## config.mk

```make
export PLATFORM = sky130hd
export DESIGN_NAME = fp_result_pack_flat
export DESIGN_NICKNAME = d
export VERILOG_FILES = /design/src/rtl/fp_result_pack_if.sv /design/src/rtl/fp_result_pack.sv /design/src/flat_wrapper.sv
export SDC_FILE = /design/constraint.sdc
export NUM_CORES = 1
export LEC_CHECK = 0
export ABC_CLOCK_PERIOD_IN_PS = 5420
export CORE_MARGIN = 3
export CORE_UTILIZATION = 56
export CTS_BUF_LIST = sky130_fd_sc_hd__clkbuf_4
export DETAILED_ROUTE_END_ITERATION = 8
export GPL_TIMING_DRIVEN = 0
export PLACE_DENSITY = 0.93
export SYNTH_ARGS = -nofsm -noshare
export SYNTH_HDL_FRONTEND = slang
export SYNTH_SLANG_ARGS = --single-unit
```

## constraint.sdc

```tcl
create_clock -name clk -period 5.42 [get_ports clk]
set_input_delay 1.355 -clock clk [delete_from_list [all_inputs] [get_ports clk]]
set_output_delay 1.355 -clock clk [all_outputs]
set_load 0.02 [all_outputs]
```

## src/rtl/fp_result_pack_if.sv

```systemverilog
// Handshake bundle between the multiplier core and the result packer.
// master = producer/consumer environment, slave = the packer itself.
interface fp_result_pack_if;
    logic        in_valid;
    logic        in_ready;
    logic        sign_in;
    logic [9:0]  exp_in;
    logic [47:0] mant_in;
    logic        out_valid;
    logic        out_ready;
    logic [31:0] result;
    logic        overflow;
    logic        underflow;

    modport master (
        output in_valid, sign_in, exp_in, mant_in, out_ready,
        input  in_ready, out_valid, result, overflow, underflow
    );

    modport slave (
        input  in_valid, sign_in, exp_in, mant_in, out_ready,
        output in_ready, out_valid, result, overflow, underflow
    );
endinterface

```

## src/rtl/fp_result_pack.sv

```systemverilog
// Normalizes, rounds (nearest-even) and packs a raw 24x24 significand product
// into an IEEE-754 single with overflow saturation and flush-to-zero.
//
// state | meaning
// IDLE  | waiting for an operand, in_ready=1
// NORM  | select significand window, guard and sticky
// ROUND | round, renormalize on carry, pack result and flags
// DONE  | out_valid=1, hold until out_ready
module fp_result_pack (
    input  logic              clk,
    input  logic              rst,
    fp_result_pack_if.slave   bus
);
    typedef enum logic [1:0] {IDLE, NORM, ROUND, DONE} state_t;

    state_t             state, state_nxt;
    logic               sign_r;
    logic [9:0]         exp_r;
    logic [47:0]        mant_r;
    logic [23:0]        sig_r;
    logic               guard_r;
    logic               sticky_r;
    logic signed [10:0] e_r;
    logic [31:0]        result_r;
    logic               of_r;
    logic               uf_r;

    logic               inc;
    logic [24:0]        sum;
    logic [22:0]        frac_rnd;
    logic signed [10:0] e_rnd;
    logic [31:0]        pack_res;
    logic               pack_of;
    logic               pack_uf;

    always_ff @(posedge clk or posedge rst) begin
        if (rst) state <= IDLE;
        else     state <= state_nxt;
    end

    always_comb begin
        state_nxt = state;
        case (state)
            IDLE:    if (bus.in_valid) state_nxt = NORM;
            NORM:    state_nxt = ROUND;
            ROUND:   state_nxt = DONE;
            DONE:    if (bus.out_ready) state_nxt = IDLE;
            default: state_nxt = IDLE;
        endcase
    end

    always_comb begin
        bus.in_ready  = (state == IDLE);
        bus.out_valid = (state == DONE);
        bus.overflow  = (state == DONE) & of_r;
        bus.underflow = (state == DONE) & uf_r;
        bus.result    = result_r;
    end

    // A nonzero product always leaves the hidden bit at sum[23] (or sum[24] after
    // a rounding carry), so an all-zero mantissa is detected without a flag.
    always_comb begin
        inc = guard_r & (sticky_r | sig_r[0]);
        sum = {1'b0, sig_r} + {24'd0, inc};
        if (sum[24]) begin
            frac_rnd = 23'd0;
            e_rnd    = e_r + 11'sd1;
        end else begin
            frac_rnd = sum[22:0];
            e_rnd    = e_r;
        end
        pack_of  = 1'b0;
        pack_uf  = 1'b0;
        if (!(sum[24] | sum[23])) begin
            pack_res = {sign_r, 31'd0};
        end else if (e_rnd >= 11'sd255) begin
            pack_res = {sign_r, 8'hFF, 23'd0};
            pack_of  = 1'b1;
        end else if (e_rnd <= 11'sd0) begin
            pack_res = {sign_r, 31'd0};
            pack_uf  = 1'b1;
        end else begin
            pack_res = {sign_r, e_rnd[7:0], frac_rnd};
        end
    end

    always_ff @(posedge clk or posedge rst) begin
        if (rst) begin
            sign_r   <= 1'b0;
            exp_r    <= 10'd0;
            mant_r   <= 48'd0;
            sig_r    <= 24'd0;
            guard_r  <= 1'b0;
            sticky_r <= 1'b0;
            e_r      <= 11'sd0;
            result_r <= 32'd0;
            of_r     <= 1'b0;
            uf_r     <= 1'b0;
        end else begin
            case (state)
                IDLE: begin
                    if (bus.in_valid) begin
                        sign_r <= bus.sign_in;
                        exp_r  <= bus.exp_in;
                        mant_r <= bus.mant_in;
                    end
                end
                NORM: begin
                    if (mant_r[47]) begin
                        sig_r    <= mant_r[47:24];
                        guard_r  <= mant_r[23];
                        sticky_r <= |mant_r[22:0];
                        e_r      <= $signed({exp_r[9], exp_r}) + 11'sd1;
                    end else begin
                        sig_r    <= mant_r[46:23];
                        guard_r  <= mant_r[22];
                        sticky_r <= |mant_r[21:0];
                        e_r      <= $signed({exp_r[9], exp_r});
                    end
                end
                ROUND: begin
                    result_r <= pack_res;
                    of_r     <= pack_of;
                    uf_r     <= pack_uf;
                end
                default: ;
            endcase
        end
    end
endmodule
```

## src/flat_wrapper.sv

```systemverilog
// flat-port wrapper written by rule: the top's interface ports become plain ports
module fp_result_pack_flat 
  (clk, rst, bus_in_valid, bus_sign_in, bus_exp_in, bus_mant_in, bus_out_ready, bus_in_ready, bus_out_valid, bus_result, bus_overflow, bus_underflow);
  fp_result_pack_if bus_i ();
  input  logic clk;
  input  logic rst;
  input wire logic [$bits(bus_i.in_valid)-1:0] bus_in_valid;
  input wire logic [$bits(bus_i.sign_in)-1:0] bus_sign_in;
  input wire logic [$bits(bus_i.exp_in)-1:0] bus_exp_in;
  input wire logic [$bits(bus_i.mant_in)-1:0] bus_mant_in;
  input wire logic [$bits(bus_i.out_ready)-1:0] bus_out_ready;
  output wire logic [$bits(bus_i.in_ready)-1:0] bus_in_ready;
  output wire logic [$bits(bus_i.out_valid)-1:0] bus_out_valid;
  output wire logic [$bits(bus_i.result)-1:0] bus_result;
  output wire logic [$bits(bus_i.overflow)-1:0] bus_overflow;
  output wire logic [$bits(bus_i.underflow)-1:0] bus_underflow;
  assign bus_i.in_valid = bus_in_valid;
  assign bus_i.sign_in = bus_sign_in;
  assign bus_i.exp_in = bus_exp_in;
  assign bus_i.mant_in = bus_mant_in;
  assign bus_i.out_ready = bus_out_ready;
  assign bus_in_ready = bus_i.in_ready;
  assign bus_out_valid = bus_i.out_valid;
  assign bus_result = bus_i.result;
  assign bus_overflow = bus_i.overflow;
  assign bus_underflow = bus_i.underflow;
  fp_result_pack u_core (.clk(clk), .rst(rst), .bus(bus_i));
endmodule
```

==> results.sh <==
export IMPL_port_buffers=98
export IMPL_synthArstFlopShare=1.00
export IMPL_yosys_most_used_dff="dfrtp_1"
export IMPL_synth_cell_types=50
export IMPL_clock_latency_ps=530
export IMPL_clk_pin_slew_ps=120
export IMPL_cts_made_buffers=17
export IMPL_clock_sinks=132
export IMPL_die_h_um=113
export IMPL_critPathRequiredTime_ps=5880
export IMPL_first_global_vias=5099
export IMPL_ctsResizeCount=0
export IMPL_area_delta_synth_final_pct=23.7
export IMPL_synth_seq_area_share=0.520
export IMPL_rr_endpoint="u_core.bus.result[7]$_DFFE_PP0P_"
export IMPL_dp_hpwl_mm=10.7
export IMPL_clock_skew_ps=13.9
export IMPL_synth_top_area_cell="dfrtp_1"
export IMPL_irDropWorstVdd_mv=0.301
export IMPL_wl_per_cell_um=17.9
export IMPL_yosys_register_bits=132
export IMPL_synth_cells=563
export IMPL_maxSlewHeadroom=0.464
export IMPL_num_vias=4872
export IMPL_wl_mm=14.9
export IMPL_whs_ps=497
export IMPL_crit_type="reg -> reg"
export IMPL_first_pass_iters=6
export IMPL_fmax_ghz=0.284
export IMPL_maxSlewViolCount=0
export IMPL_hold_depth=1
export IMPL_report_power_total_mw=4.60
export IMPL_min_from="u_core.bus.result[19]$_DFFE_PP0P_"
export IMPL_rsz0062_at_grt="false"
export IMPL_htree_levels=4
export IMPL_drtIter0Drc=359
export IMPL_synth_top_area_frac=0.520
export IMPL_ant_nets=0
export IMPL_dpl_cell_area_um2=7550
export IMPL_track_usage=0.243
export IMPL_path_cells="o21a_1 > ha_1 > ha_1 > nand3_1 > nor3_1 > nand4_1 > o21a_1 > nor3b_1 > nand4_2 > buf_6 > o2bb2ai_2"
export IMPL_hold_end="u_core.bus.result[19]$_DFFE_PP0P_"
export IMPL_yosys_warnings=0
export IMPL_viasPerCell=5.85
export IMPL_cpMaxStageDelayCell="nor3_1"
export IMPL_synth_edf_count=0
export IMPL_fin_area_um2=7860
export IMPL_max_cap_violations=0
export IMPL_postSynthNetCount=634
export IMPL_rrSetupSlack_ps=1900
export IMPL_n_antenna_cell=0
export IMPL_die_area_um2=12700
export IMPL_worst_slack_ps=1900
export IMPL_worstPathArrival_ps=3980
export IMPL_core_area_um2=11000
export IMPL_num_rows=38
export IMPL_drive_above_1_share=0.162
export IMPL_drcViolationCount=0
export IMPL_cts_root_buf="clkbuf_4"
export IMPL_p_leak_nw=3.24
export IMPL_yosys_top_cells_count="dfrtp_1 (132), mux2_2 (60), nor2_1 (50)"
export IMPL_final_nets=752
export IMPL_grt_overflow=0
export IMPL_startpoint_type="flop"
export IMPL_status="complete, no violations"
export IMPL_timing_rr_start="u_core.sig_r[0]$_DFFE_PP0N_"
export IMPL_max_stage_delay_ps=510
export IMPL_antenna_found_initial=0
export IMPL_gp_congestion=0.857
export IMPL_r2r_cells=11
export IMPL_post_cts_buffers=0
export IMPL_worst_slew_pin_transition_ps=797
export IMPL_synth_avg_cell_area_um2=11.3
export IMPL_io_pins=99
export IMPL_hold_viol_final=0
export IMPL_synth_area_leaders="dfrtp_1 (52%), mux2_2 (11%), mux2i_1 (3.9%)"
export IMPL_finalNonFillerCells=833
export IMPL_p_per_area_nw_per_um2=585
export IMPL_yosysMostFrequentCell="dfrtp_1"
export IMPL_die_width_um=113
export IMPL_grt_max_degree=108
export IMPL_grt_pass1_wl_mm=24.6
export IMPL_ctsHoldBuffers=0
export IMPL_period_minus_slack_ps=3520
export IMPL_crit_fanout=10
export IMPL_clk_path_buf_depth=2
export IMPL_period_share=0.649
export IMPL_cp_end_kind="flop"
export IMPL_place_ws_ps=1990
export IMPL_hp_class="reg -> reg"
export IMPL_cts_tree="done"
export IMPL_finalSetupViolations=0
export IMPL_initial_core_util=0.579
export IMPL_syn_cell_area_um2=6360
export IMPL_dp_cells=802
[area by class of cell]
| class | instances | area [µm²] |
|---|---|---|
| flip-flops and latches | 132 | 3300 |
| fillers | 727 | 3120 |
| multi-input cells | 377 | 2830 |
| repair buffers | 99 | 1010 |
| clock inverters | 13 | 183 |
| well taps | 140 | 175 |
| plain buffers | 34 | 146 |
| clock buffers | 18 | 135 |
| inverters | 20 | 80.1 |
[cell families after synthesis]
kind of cell,Yosys count,share of synthesized area
AO/OA/AOI/OAI,93,0.108
adder cells (fa/ha/maj),8,0.0157
XOR/XNOR,40,0.0551
AND/OR/NAND/NOR,151,0.121
buffers and inverters,54,0.0348
multiplexers,85,0.146
flip-flops,132,0.520
[worst max-delay path, delay by kind of cell, from the launching register on]
family,cells,cell delay [ps]
AO/OA/AOI/OAI,3,580
adder cells (fa/ha/maj),2,450
buffers and inverters,1,240
flip-flops,1,420
AND/OR/NAND/NOR,5,1750
[power by group]
group / switching, mW / internal [mW] / leakage (nW)
registers: 0.393 / 1.45 / 1.58
clock network: 0.366 / 0.368 / 0.164
logic: 1.09 / 0.935 / 1.50
total: 1.85 / 2.75 / 3.24
[flip-flops by register name, summed over array words and instances, names as in the netlist, 2 cells and up]
name / flops
u_core.bus.result: 32
u_core.exp_r: 10
u_core.mant_r: 48
u_core.sig_r: 24
u_core.state: 2
u_core.e_r: 11
[layer usage]
metal	global-route usage	vias to the layer above	routed length, µm
li1	-	2255	-
met1	0.295	2385	5970
met2	0.419	191	7540
met3	0.0631	41	1020
met4	0.0841	0	352
met5	0	-	0
[how the worst max path moves through the flow]
stage	start	end	slack [ps]
after floorplan	rst	u_core.bus.result[0]$_DFFE_PP0P_	540
after CTS	u_core.sig_r[0]$_DFFE_PP0N_	u_core.bus.result[18]$_DFFE_PP0P_	1930
after global placement	rst	u_core.uf_r$_DFFE_PP0P_	-920
after global routing	u_core.sig_r[0]$_DFFE_PP0N_	u_core.bus.result[18]$_DFFE_PP0P_	1650
after detailed placement	bus_in_valid	u_core.mant_r[28]$_DFFE_PP0P_	1990
final	u_core.sig_r[0]$_DFFE_PP0N_	u_core.bus.result[7]$_DFFE_PP0P_	1900
[cell usage in the layout (no fill, tap or decap), types with 13 or more instances in the layout]
cell,synthesis,final
dfrtp_1,132,132
clkdlybuf4s50_1,0,98
mux2_2,60,60
nor2_1,50,50
a21oi_1,39,39
xor2_1,26,26
nand2_1,25,25
mux2i_1,25,25
nand3_1,20,20
clkbuf_1,19,19
inv_1,19,18
clkbuf_4,0,18
nand4_1,17,17
xnor2_1,14,14
o2bb2ai_1,13,13
[per-stage QoR]
stage                     setup TNS (ps)   util
after floorplan                        0      -
after global placement           -120080  0.684
after detailed placement               0  0.687
after CTS                              0  0.716
after global routing                   0  0.716
final                                  0  0.716
No activity file was read; power rests on OpenSTA's default activity.
